File: config.mk
export PLATFORM = sky130hd
export DESIGN_NAME = axi_brom_ctrl
export DESIGN_NICKNAME = d
export VERILOG_FILES = /design/src/rtl/axi_brom_pkg.sv /design/src/rtl/axi_brom_wr_sink.sv /design/src/rtl/axi_brom_ctrl.sv
export SDC_FILE = /design/constraint.sdc
export NUM_CORES = 1
export LEC_CHECK = 0
export CAP_MARGIN = 20
export CORE_AREA = 2 2 253 255
export CTS_CLUSTER_SIZE = 40
export DETAILED_ROUTE_END_ITERATION = 6
export DIE_AREA = 0 0 255 257
export PLACE_DENSITY_LB_ADDON = 0.05
export SYNTH_ARGS = -nofsm -noshare
export SYNTH_HDL_FRONTEND = slang
export SYNTH_HIERARCHICAL = 1
export SYNTH_SLANG_ARGS = --single-unit
File: constraint.sdc
create_clock -name clka -period 4.53 [get_ports clka]
set_clock_uncertainty 0.05 [all_clocks]
set_input_delay 0.6795 -clock clka [delete_from_list [all_inputs] [get_ports clka]]
set_output_delay 0.6795 -clock clka [all_outputs]
set_load 0.05 [all_outputs]
File: src/rtl/axi_brom_pkg.sv
// Shared types and constants for the AXI boot-ROM front-end.
// Holds response/burst encodings, the FSM state types and the beat-step helper.
package axi_brom_pkg;

    localparam logic [1:0] RESP_OKAY   = 2'b00;
    localparam logic [1:0] RESP_SLVERR = 2'b10;

    localparam logic [1:0] FIXED = 2'd0;
    localparam logic [1:0] INCR  = 2'd1;
    localparam logic [1:0] WRAP  = 2'd2;

    localparam int ROM_LINE_BYTES = 16;

    typedef enum logic {
        R_IDLE  = 1'b0,
        R_BURST = 1'b1
    } rd_state_t;

    typedef enum logic [1:0] {
        W_IDLE = 2'b00,
        W_DATA = 2'b01,
        W_RESP = 2'b10
    } wr_state_t;

    // Byte increment between beats for a given AxSIZE.
    function automatic logic [15:0] beat_step(input logic [2:0] size);
        return 16'd1 << size;
    endfunction

endpackage

File: src/rtl/axi_brom_wr_sink.sv
// Write-channel terminator: accepts AW and all W beats, answers every burst with SLVERR.
// Burst length comes from wlast alone; the write data is discarded.
module axi_brom_wr_sink
    import axi_brom_pkg::*;
#(
    parameter int ID_WIDTH = 4
) (
    input  logic                clk,
    input  logic                rst_n,
    input  logic [ID_WIDTH-1:0] awid,
    input  logic                awvalid,
    output logic                awready,
    input  logic                wvalid,
    input  logic                wlast,
    output logic                wready,
    output logic [ID_WIDTH-1:0] bid,
    output logic [1:0]          bresp,
    output logic                bvalid,
    input  logic                bready
);

    wr_state_t           state_r;
    wr_state_t           state_next_s;
    logic [ID_WIDTH-1:0] id_r;
    logic                awready_r;
    logic                wready_r;
    logic                bvalid_r;

    // Next-state decode of the write terminator.
    always_comb begin
        state_next_s = state_r;
        case (state_r)
            W_IDLE: begin
                if (awvalid && awready_r) state_next_s = W_DATA;
                else                      state_next_s = W_IDLE;
            end
            W_DATA: begin
                if (wvalid && wready_r && wlast) state_next_s = W_RESP;
                else                             state_next_s = W_DATA;
            end
            W_RESP: begin
                if (bready && bvalid_r) state_next_s = W_IDLE;
                else                    state_next_s = W_RESP;
            end
            default: state_next_s = W_IDLE;
        endcase
    end

    // State register with handshake flags registered from the next state.
    always_ff @(posedge clk or negedge rst_n) begin
        if (!rst_n) begin
            state_r   <= W_IDLE;
            awready_r <= 1'b0;
            wready_r  <= 1'b0;
            bvalid_r  <= 1'b0;
            id_r      <= '0;
        end else begin
            state_r   <= state_next_s;
            awready_r <= (state_next_s == W_IDLE);
            wready_r  <= (state_next_s == W_DATA);
            bvalid_r  <= (state_next_s == W_RESP);
            if (awvalid && awready_r) id_r <= awid;
        end
    end

    assign awready = awready_r;
    assign wready  = wready_r;
    assign bvalid  = bvalid_r;
    assign bid     = id_r;
    assign bresp   = RESP_SLVERR;

endmodule

File: src/rtl/axi_brom_ctrl.sv
// AXI4 slave front-end for the 64 KB boot ROM: read bursts become one ROM line
// access per beat; writes are terminated with SLVERR by axi_brom_wr_sink.
module axi_brom_ctrl
    import axi_brom_pkg::*;
#(
    parameter int ID_WIDTH   = 4,
    parameter int ADDR_WIDTH = 20,
    parameter int DATA_WIDTH = 128
) (
    input  logic                      clka,
    input  logic                      rsta_n,
    input  logic [ID_WIDTH-1:0]       s_arid,
    input  logic [ADDR_WIDTH-1:0]     s_araddr,
    input  logic [7:0]                s_arlen,
    input  logic [2:0]                s_arsize,
    input  logic [1:0]                s_arburst,
    input  logic                      s_arvalid,
    output logic                      s_arready,
    output logic [ID_WIDTH-1:0]       s_rid,
    output logic [DATA_WIDTH-1:0]     s_rdata,
    output logic [1:0]                s_rresp,
    output logic                      s_rlast,
    output logic                      s_rvalid,
    input  logic                      s_rready,
    input  logic [ID_WIDTH-1:0]       s_awid,
    input  logic [ADDR_WIDTH-1:0]     s_awaddr,
    input  logic [7:0]                s_awlen,
    input  logic                      s_awvalid,
    output logic                      s_awready,
    input  logic [DATA_WIDTH-1:0]     s_wdata,
    input  logic [ROM_LINE_BYTES-1:0] s_wstrb,
    input  logic                      s_wlast,
    input  logic                      s_wvalid,
    output logic                      s_wready,
    output logic [ID_WIDTH-1:0]       s_bid,
    output logic [1:0]                s_bresp,
    output logic                      s_bvalid,
    input  logic                      s_bready,
    output logic [ADDR_WIDTH-1:0]     rom_addra,
    output logic                      rom_ena,
    input  logic [DATA_WIDTH-1:0]     rom_douta,
    output logic [DATA_WIDTH-1:0]     rom_dina,
    output logic [ROM_LINE_BYTES-1:0] rom_wea
);

    rd_state_t           rd_state_r;
    rd_state_t           rd_state_next_s;
    logic                arready_r;
    logic [ID_WIDTH-1:0] id_r;
    logic [15:0]         addr_r;
    logic [15:0]         addr_next_s;
    logic [7:0]          len_r;
    logic [2:0]          size_r;
    logic [1:0]          burst_r;
    logic [8:0]          issued_r;
    logic [8:0]          done_r;
    logic                pend_r;
    logic                ar_hs_s;
    logic                r_hs_s;
    logic                last_beat_s;
    logic                ena_s;
    logic                unused_inputs_s;

    assign ar_hs_s     = s_arvalid && arready_r;
    assign r_hs_s      = pend_r && s_rready;
    assign last_beat_s = pend_r && (done_r == {1'b0, len_r});
    // A new line is fetched only when the output slot is free or being drained,
    // so rom_douta (and with it rdata) holds still during an R stall.
    assign ena_s       = (rd_state_r == R_BURST) && (issued_r <= {1'b0, len_r}) &&
                         (!pend_r || s_rready);

    // Read FSM next-state decode.
    always_comb begin
        rd_state_next_s = rd_state_r;
        case (rd_state_r)
            R_IDLE: begin
                if (ar_hs_s) rd_state_next_s = R_BURST;
                else         rd_state_next_s = R_IDLE;
            end
            R_BURST: begin
                if (last_beat_s && s_rready) rd_state_next_s = R_IDLE;
                else                         rd_state_next_s = R_BURST;
            end
            default: rd_state_next_s = R_IDLE;
        endcase
    end

    // Next beat address; WRAP and reserved encodings walk like INCR.
    always_comb begin
        addr_next_s = addr_r;
        case (burst_r)
            FIXED:      addr_next_s = addr_r;
            INCR, WRAP: addr_next_s = addr_r + beat_step(size_r);
            default:    addr_next_s = addr_r + beat_step(size_r);
        endcase
    end

    // Read-path registers: burst context, beat counters and the pending-beat flag.
    always_ff @(posedge clka or negedge rsta_n) begin
        if (!rsta_n) begin
            rd_state_r <= R_IDLE;
            arready_r  <= 1'b0;
            id_r       <= '0;
            addr_r     <= 16'd0;
            len_r      <= 8'd0;
            size_r     <= 3'd0;
            burst_r    <= 2'd0;
            issued_r   <= 9'd0;
            done_r     <= 9'd0;
            pend_r     <= 1'b0;
        end else begin
            rd_state_r <= rd_state_next_s;
            arready_r  <= (rd_state_next_s == R_IDLE);
            if (ar_hs_s) begin
                id_r     <= s_arid;
                addr_r   <= s_araddr[15:0];
                len_r    <= s_arlen;
                size_r   <= s_arsize;
                burst_r  <= s_arburst;
                issued_r <= 9'd0;
                done_r   <= 9'd0;
            end else begin
                if (ena_s) begin
                    addr_r   <= addr_next_s;
                    issued_r <= issued_r + 9'd1;
                end
                if (r_hs_s) done_r <= done_r + 9'd1;
            end
            if (ena_s)       pend_r <= 1'b1;
            else if (r_hs_s) pend_r <= 1'b0;
            else             pend_r <= pend_r;
        end
    end

    assign s_arready = arready_r;
    assign s_rvalid  = pend_r;
    assign s_rdata   = rom_douta;
    assign s_rresp   = RESP_OKAY;
    assign s_rlast   = last_beat_s;
    assign s_rid     = id_r;

    // Bits above 15 are dropped so the ROM aliases every 64 KB.
    assign rom_ena   = ena_s;
    assign rom_addra = ADDR_WIDTH'(addr_r);
    assign rom_dina  = '0;
    assign rom_wea   = '0;

    assign unused_inputs_s = ^{s_araddr[ADDR_WIDTH-1:16], s_awaddr, s_awlen, s_wdata, s_wstrb};

    axi_brom_wr_sink #(
        .ID_WIDTH(ID_WIDTH)
    ) u_wr_sink (
        .clk     (clka),
        .rst_n   (rsta_n),
        .awid    (s_awid),
        .awvalid (s_awvalid),
        .awready (s_awready),
        .wvalid  (s_wvalid),
        .wlast   (s_wlast),
        .wready  (s_wready),
        .bid     (s_bid),
        .bresp   (s_bresp),
        .bvalid  (s_bvalid),
        .bready  (s_bready)
    );

endmodule

==> impl_metrics.ini <==
[worst_setup_path]
regToRegEndpoint = addr_r[10]
cp.arrival_ns = 3.31
rr_worst_depth = 9
end_kind = primary output
r2r_start = len_r[7]
cp-start-kind = flop
cp.required_ns = 3.80
ff2ff_setup_slack_ns = 1.50
cp_max_fo = 6
crit_type = reg2out

[clocking]
postCtsSetupBuffers = 0
h-tree-depth = 3
path_clk_slew_ns = 0.06
clock_latency_ns = 0.37
tritoncts = done
ctsResizeCount = 0
root_buffer = clkbuf_16
holdBufCountCts = 0
cts_buffers = 9
clock-sinks = 63
clock_path_buffers = 2

[layout]
fillers = 7274
seq_area_um2 = 1580
final_util = 0.100
drive_gt1_frac = 0.0555
area_growth_pct = 9.40
fin_area_um2 = 6280
instances_no_fill = 1459
multi_input_area_um2 = 2490
nets = 976
antenna_cells = 0

[place]
place_area_um2 = 5960
dp_hpwl_um = 13300
io_buffers = 75
dp_cells = 1443
place_ws_ns = 0.843
gp_congestion = 0.601

[logic_synthesis]
synthMuxAreaShare = 0.0349
synthDistinctLibCells = 55
ys_seq_elements = 63
ys_warn_count = 6
synth_compound_area_frac = 0.0848
synthFlopType = dfrtp_1
synth-simple-area-share = 0.135
synth-xor-area-share = 0.0366
synthAdderAreaFrac = 0.0427
yosysSeqAreaShare = 0.275
synth_top_family_by_area = buffers and inverters
synthArstFlopShare = 1.00
synth_edf_count = 0
postSynthCellCount = 665
avgSynthCellArea_um2 = 8.63
synth_area_um2 = 5740

[grt]
grt_use_total = 0.0533
grt_max_degree = 46
grt_pass1_wl_um = 24500
antenna_found_initial = 0
first_global_vias = 3523
grt_overflow_total = 0

[route]
dr.pass1.iters = 4
via_count = 3481
vias_per_cell = 2.39
totalWireLength_um = 17300
postRouteAntennaNets = 0
drc = 0
wl_per_cell_um = 11.9
drt_iter0_drc = 103

[sta]
fin_crit_sh = 0.892
slew-limit-headroom = 0.390
fin_tns_setup_ns = 0
finalSetupViolations = 0
finalMaxSlewViolations = 0
period_needed_ns = 4.04
hold_viol_final = 0
hold-worst-slack_ns = 0.283
fmax_mhz = 247
worstMarginPinSlew_ns = 0.915
rsz0062_at_grt = no
layout_setup_ws_ns = 0.489

[hold_path]
hp-class = in2async

[die]
rows = 92
design.die.area_um2 = 65500
die_width_um = 255
die_h_um = 257
num_io_pins = 660
start_util = 0.0915
coreArea_um2 = 62700

[pwr]
power_density_nw_per_um2 = 670
finalPower_mw = 4.21
leakage_nw = 2.58
ir_drop_mv = 0.227

[flow_run]
drv_cap = 0

[outcome]
status = finished, final reports clean
[area by class of cell]
| type | count | area share |
|---|---|---|
| Sequential cell | 63 | 0.251 |
| Tap cell | 846 | 0.169 |
| Clock buffer | 10 | 0.0365 |
| Timing Repair Buffer | 80 | 0.125 |
| Multi-Input combinational cell | 439 | 0.396 |
| Clock inverter | 6 | 0.0136 |
| Inverter | 15 | 0.00897 |
[critical path, stage by stage, from the launching register on]
cell	delay [ns]
dfrtp_1	0.37
inv_1	0.08
ha_1	0.34
a211oi_2	0.23
nand2_1	0.15
or4b_1	0.48
buf_4	0.19
a21oi_4	0.17
clkdlybuf4s50_1	0.91
[kinds of logic (layout without fill, tap and decap cells)]
family / after synthesis / in the layout
buffers and inverters: 312 / 111
AND/OR/NAND/NOR: 157 / 157
AO/OA/AOI/OAI: 69 / 69
flip-flops: 63 / 63
XOR/XNOR: 24 / 24
adder cells (fa/ha/maj): 19 / 19
multiplexers: 18 / 18
other: 3 / 152
[placed cells by master, fill, tap and decap left out, drive strengths merged, types with 14 or more instances in the layout]
master / instances
mux2i: 14
nor2: 26
xnor2: 18
conb: 152
inv: 15
nand2: 67
ha: 18
dfrtp: 63
o21ai: 24
clkdlybuf4s50: 74
[where the power goes]
part / switching (mW) / internal, mW
combinational: 1.52 / 0.785
sequential: 0.297 / 0.799
clock: 0.327 / 0.481
[sequential cells by signal (all words and copies together) (netlist names)]
name               flops
len_r                  8
rd_state_r             1
u_wr_sink/wready       1
u_wr_sink/state_r      2
done_r                 9
issued_r               9
s_arready              1
size_r                 3
u_wr_sink/bid          4
u_wr_sink/awready      1
u_wr_sink/bvalid       1
addr_r                16
s_rid                  4
s_rvalid               1
burst_r                2
[layer usage]
metal | global-route usage | wire length, um | vias to the layer above
met5 | 0.00752 | 67 | -
met3 | 0.0303 | 1590 | 24
met2 | 0.0851 | 8520 | 182
met1 | 0.0588 | 6940 | 1634
li1 | - | - | 1639
met4 | 0.0172 | 229 | 2
[cells in the mapped netlist, drive strengths merged, types with 2 or more instances]
cell type    n  area [um2]
buf        284        2130
nand2       67         254
dfrtp       63        1580
nor2        26        97.6
o21ai       24         120
ha          18         225
xnor2       18         158
inv         15        56.3
mux2i       14         140
a21oi       13        87.6
clkbuf      13        48.8
nand3       10        50.1
nand2b       7        43.8
nand4        7        43.8
xor2         6        52.6
a31oi        5        31.3
and2         5        31.3
and3         5        31.3
nor3         5        25.0
nor3b        5        37.5
or3          5        31.3
a211oi       4        35.0
mux2         4        60.1
nor2b        4        27.5
o211ai       4        30.0
a22o         3        26.3
conb         3        11.3
nor4b        3        32.5
a32o         2        20.0
and3b        2        17.5
o21bai       2        15.0
o31a         2        17.5
o31ai        2        15.0
or4          2        15.0
[worst max-delay path by stage]
stage / from / to / slack [ns] / cells after the start
floorplan: len_r[7] / rom_ena / 1.75 / 7
global route: len_r[7] / rom_ena / 0.32 / 8
global placement: len_r[7] / rom_ena / 0.81 / 8
detailed placement: len_r[7] / rom_ena / 0.84 / 8
CTS: len_r[7] / rom_ena / 0.40 / 8
finish: len_r[7] / rom_ena / 0.49 / 8
Note: power is estimated with default switching activity, not from simulation.
==> variant: new RTL, same settings <==
Re-encode `wr_state_t` (3 states) as one-hot, 3 bits wide.
--- a/src/rtl/axi_brom_pkg.sv
+++ b/src/rtl/axi_brom_pkg.sv
@@ -16,10 +16,10 @@
         R_BURST = 1'b1
     } rd_state_t;
 
-    typedef enum logic [1:0] {
-        W_IDLE = 2'b00,
-        W_DATA = 2'b01,
-        W_RESP = 2'b10
+    typedef enum logic [2:0] {
+        W_IDLE = 3'b001,
+        W_DATA = 3'b010,
+        W_RESP = 3'b100
     } wr_state_t;
 
     // Byte increment between beats for a given AxSIZE.
Check against the original RTL: no difference found for any inputs over 4 cycles, from zero or initial values and one cycle with rsta_n low; so few cycles prove little.
==> variant against the original RTL <==
  * Setup slack improved by 0.043 ns
  * Synthesized area rose by 0.85%
  * Via count rose by 1.5%
  * Total power fell by 1.5%
  * Critical path depth fell by 1
  * Sequential cell count rose by 1
  * Design area rose by 0.68%
  * Wire length rose by 2.1%
==> variant: results (changes against the original RTL) <==
clk slew on worst S/H paths=0.06 ns (about the same); worst reg-to-reg path cell count=9 (unchanged); DR pass1 iterations=4 (unchanged); Seq/Total Area, Yosys=27.69% (+0.22 points); initial antenna violation count=2 (+2); largest net degree at the start of global routing=45 (-2.2%); GRT Overall Usage=5.401% (+0.068 points); Cell Area, Placed=0.006017 mm² (+0.88%); reg2reg setup slack=1.38 ns (-0.12 ns); Resize count post-CTS=0 (unchanged); met3 Use GR=2.772% (-0.26 points); met2 global-route usage=8.582% (+0.068 points); top cells by area, synth=buf_4, dfrtp_1, nand2_1; antenna cells=0 (unchanged); Top FF cell, synth=dfrtp_1; pre-CTS setup slack=0.7959 ns (-0.04742 ns); minimum hold slack=0.3239 ns (+0.04090 ns); critical path arrival=3.27 ns (-0.04 ns); Sw Share=51.40% (+0.47 points); Synth top cells by count=buf_4, nand2_1, dfrtp_1, nor2_1, o21ai_0; Synth cell types=58 (+5.5%); GP Congestion=0.6169 (+2.6%); Detailed Route Iter0 Violations=109 (+5.8%); WL final=17.70 mm (+2.1%); via-per-instance ratio=2.417 (+1.3%); Port Buffers=75 (unchanged); global-route wire length before repair=24.73 mm (+0.96%); met1 Use GR=6.188% (+0.31 points); HPWL after DPL=13.27 mm (about the same); VDD IR max=206.4 µV (-9.0%); layout cell share with drive strength beyond 1=5.844% (+0.30 points); Setup Buffers After CTS=0 (unchanged); outcome=finished, final reports clean; via count=3534 (+1.5%); R2R Path End=addr_r[10]; Post-Place Cells=1446 (+0.21%); P_leak=2.609 nW (+0.99%); relative slew slack=39.60% (+0.61 points); peak fanout along the critical path=5 (-1); global route hottest layer=met2; Final #Nets=979 (+0.31%); synthesized area per cell=8.652 µm² (+0.25%)
## variant: layer usage
metal | wire, µm | vias up | share of wire [%]
met1 | 7194 | 1680 | 41
li1 | - | 1648 | -
met5 | 65 | - | 0.37
met4 | 252 | 6 | 1.4
met3 | 1452 | 24 | 8.2
met2 | 8736 | 176 | 49
## variant: area by class of cell
cell class,count,area (µm²)
clock inverters,2,10.01
clock buffers,14,294.0
well taps,846,1059
multi-input cells,442,2509
inverters,15,56.30
repair buffers,79,790.8
fillers,7320,56410
flip-flops and latches,64,1603
## variant: power by group through the flow
stage	clock [mW]	sequential [mW]	combinational, mW
after floorplan	0	1.38	1.73
after global placement	0	1.16	2.34
after detailed placement	0	1.14	2.31
after CTS	0.833	1.13	2.32
after global routing	0.846	1.16	2.47
final	0.770	1.11	2.26
## variant: logic make-up after synthesis
kind of cell / synth area share (%)
AOI/OAI and AO/OA: 8.777
xor gates and xnor gates: 3.632
adders and majority gates: 4.237
buffers and inverters: 38.65
DFF: 27.69
muxes: 3.199
other: 0.1945
and+or+nand+nor: 13.62
## variant: worst max-delay path by stage
stage / end / start / depth (start not counted) / slack [ns]
after floorplan: rom_ena / len_r[7] / 7 / 1.75
after global placement: rom_ena / s_rready / 5 / 0.77
after detailed placement: rom_ena / s_rready / 5 / 0.80
after CTS: rom_ena / len_r[7] / 7 / 0.42
after global routing: rom_ena / len_r[7] / 7 / 0.34
final: rom_ena / len_r[7] / 7 / 0.53
## variant: worst max-delay path: stages, from the launching register on
cell and delay (ns):
dfrtp_1 0.37, inv_1 0.09, ha_1 0.35, a211oi_2 0.23, nand2_1 0.13, or4b_1 0.57
a21oi_4 0.27, clkdlybuf4s50_1 0.88
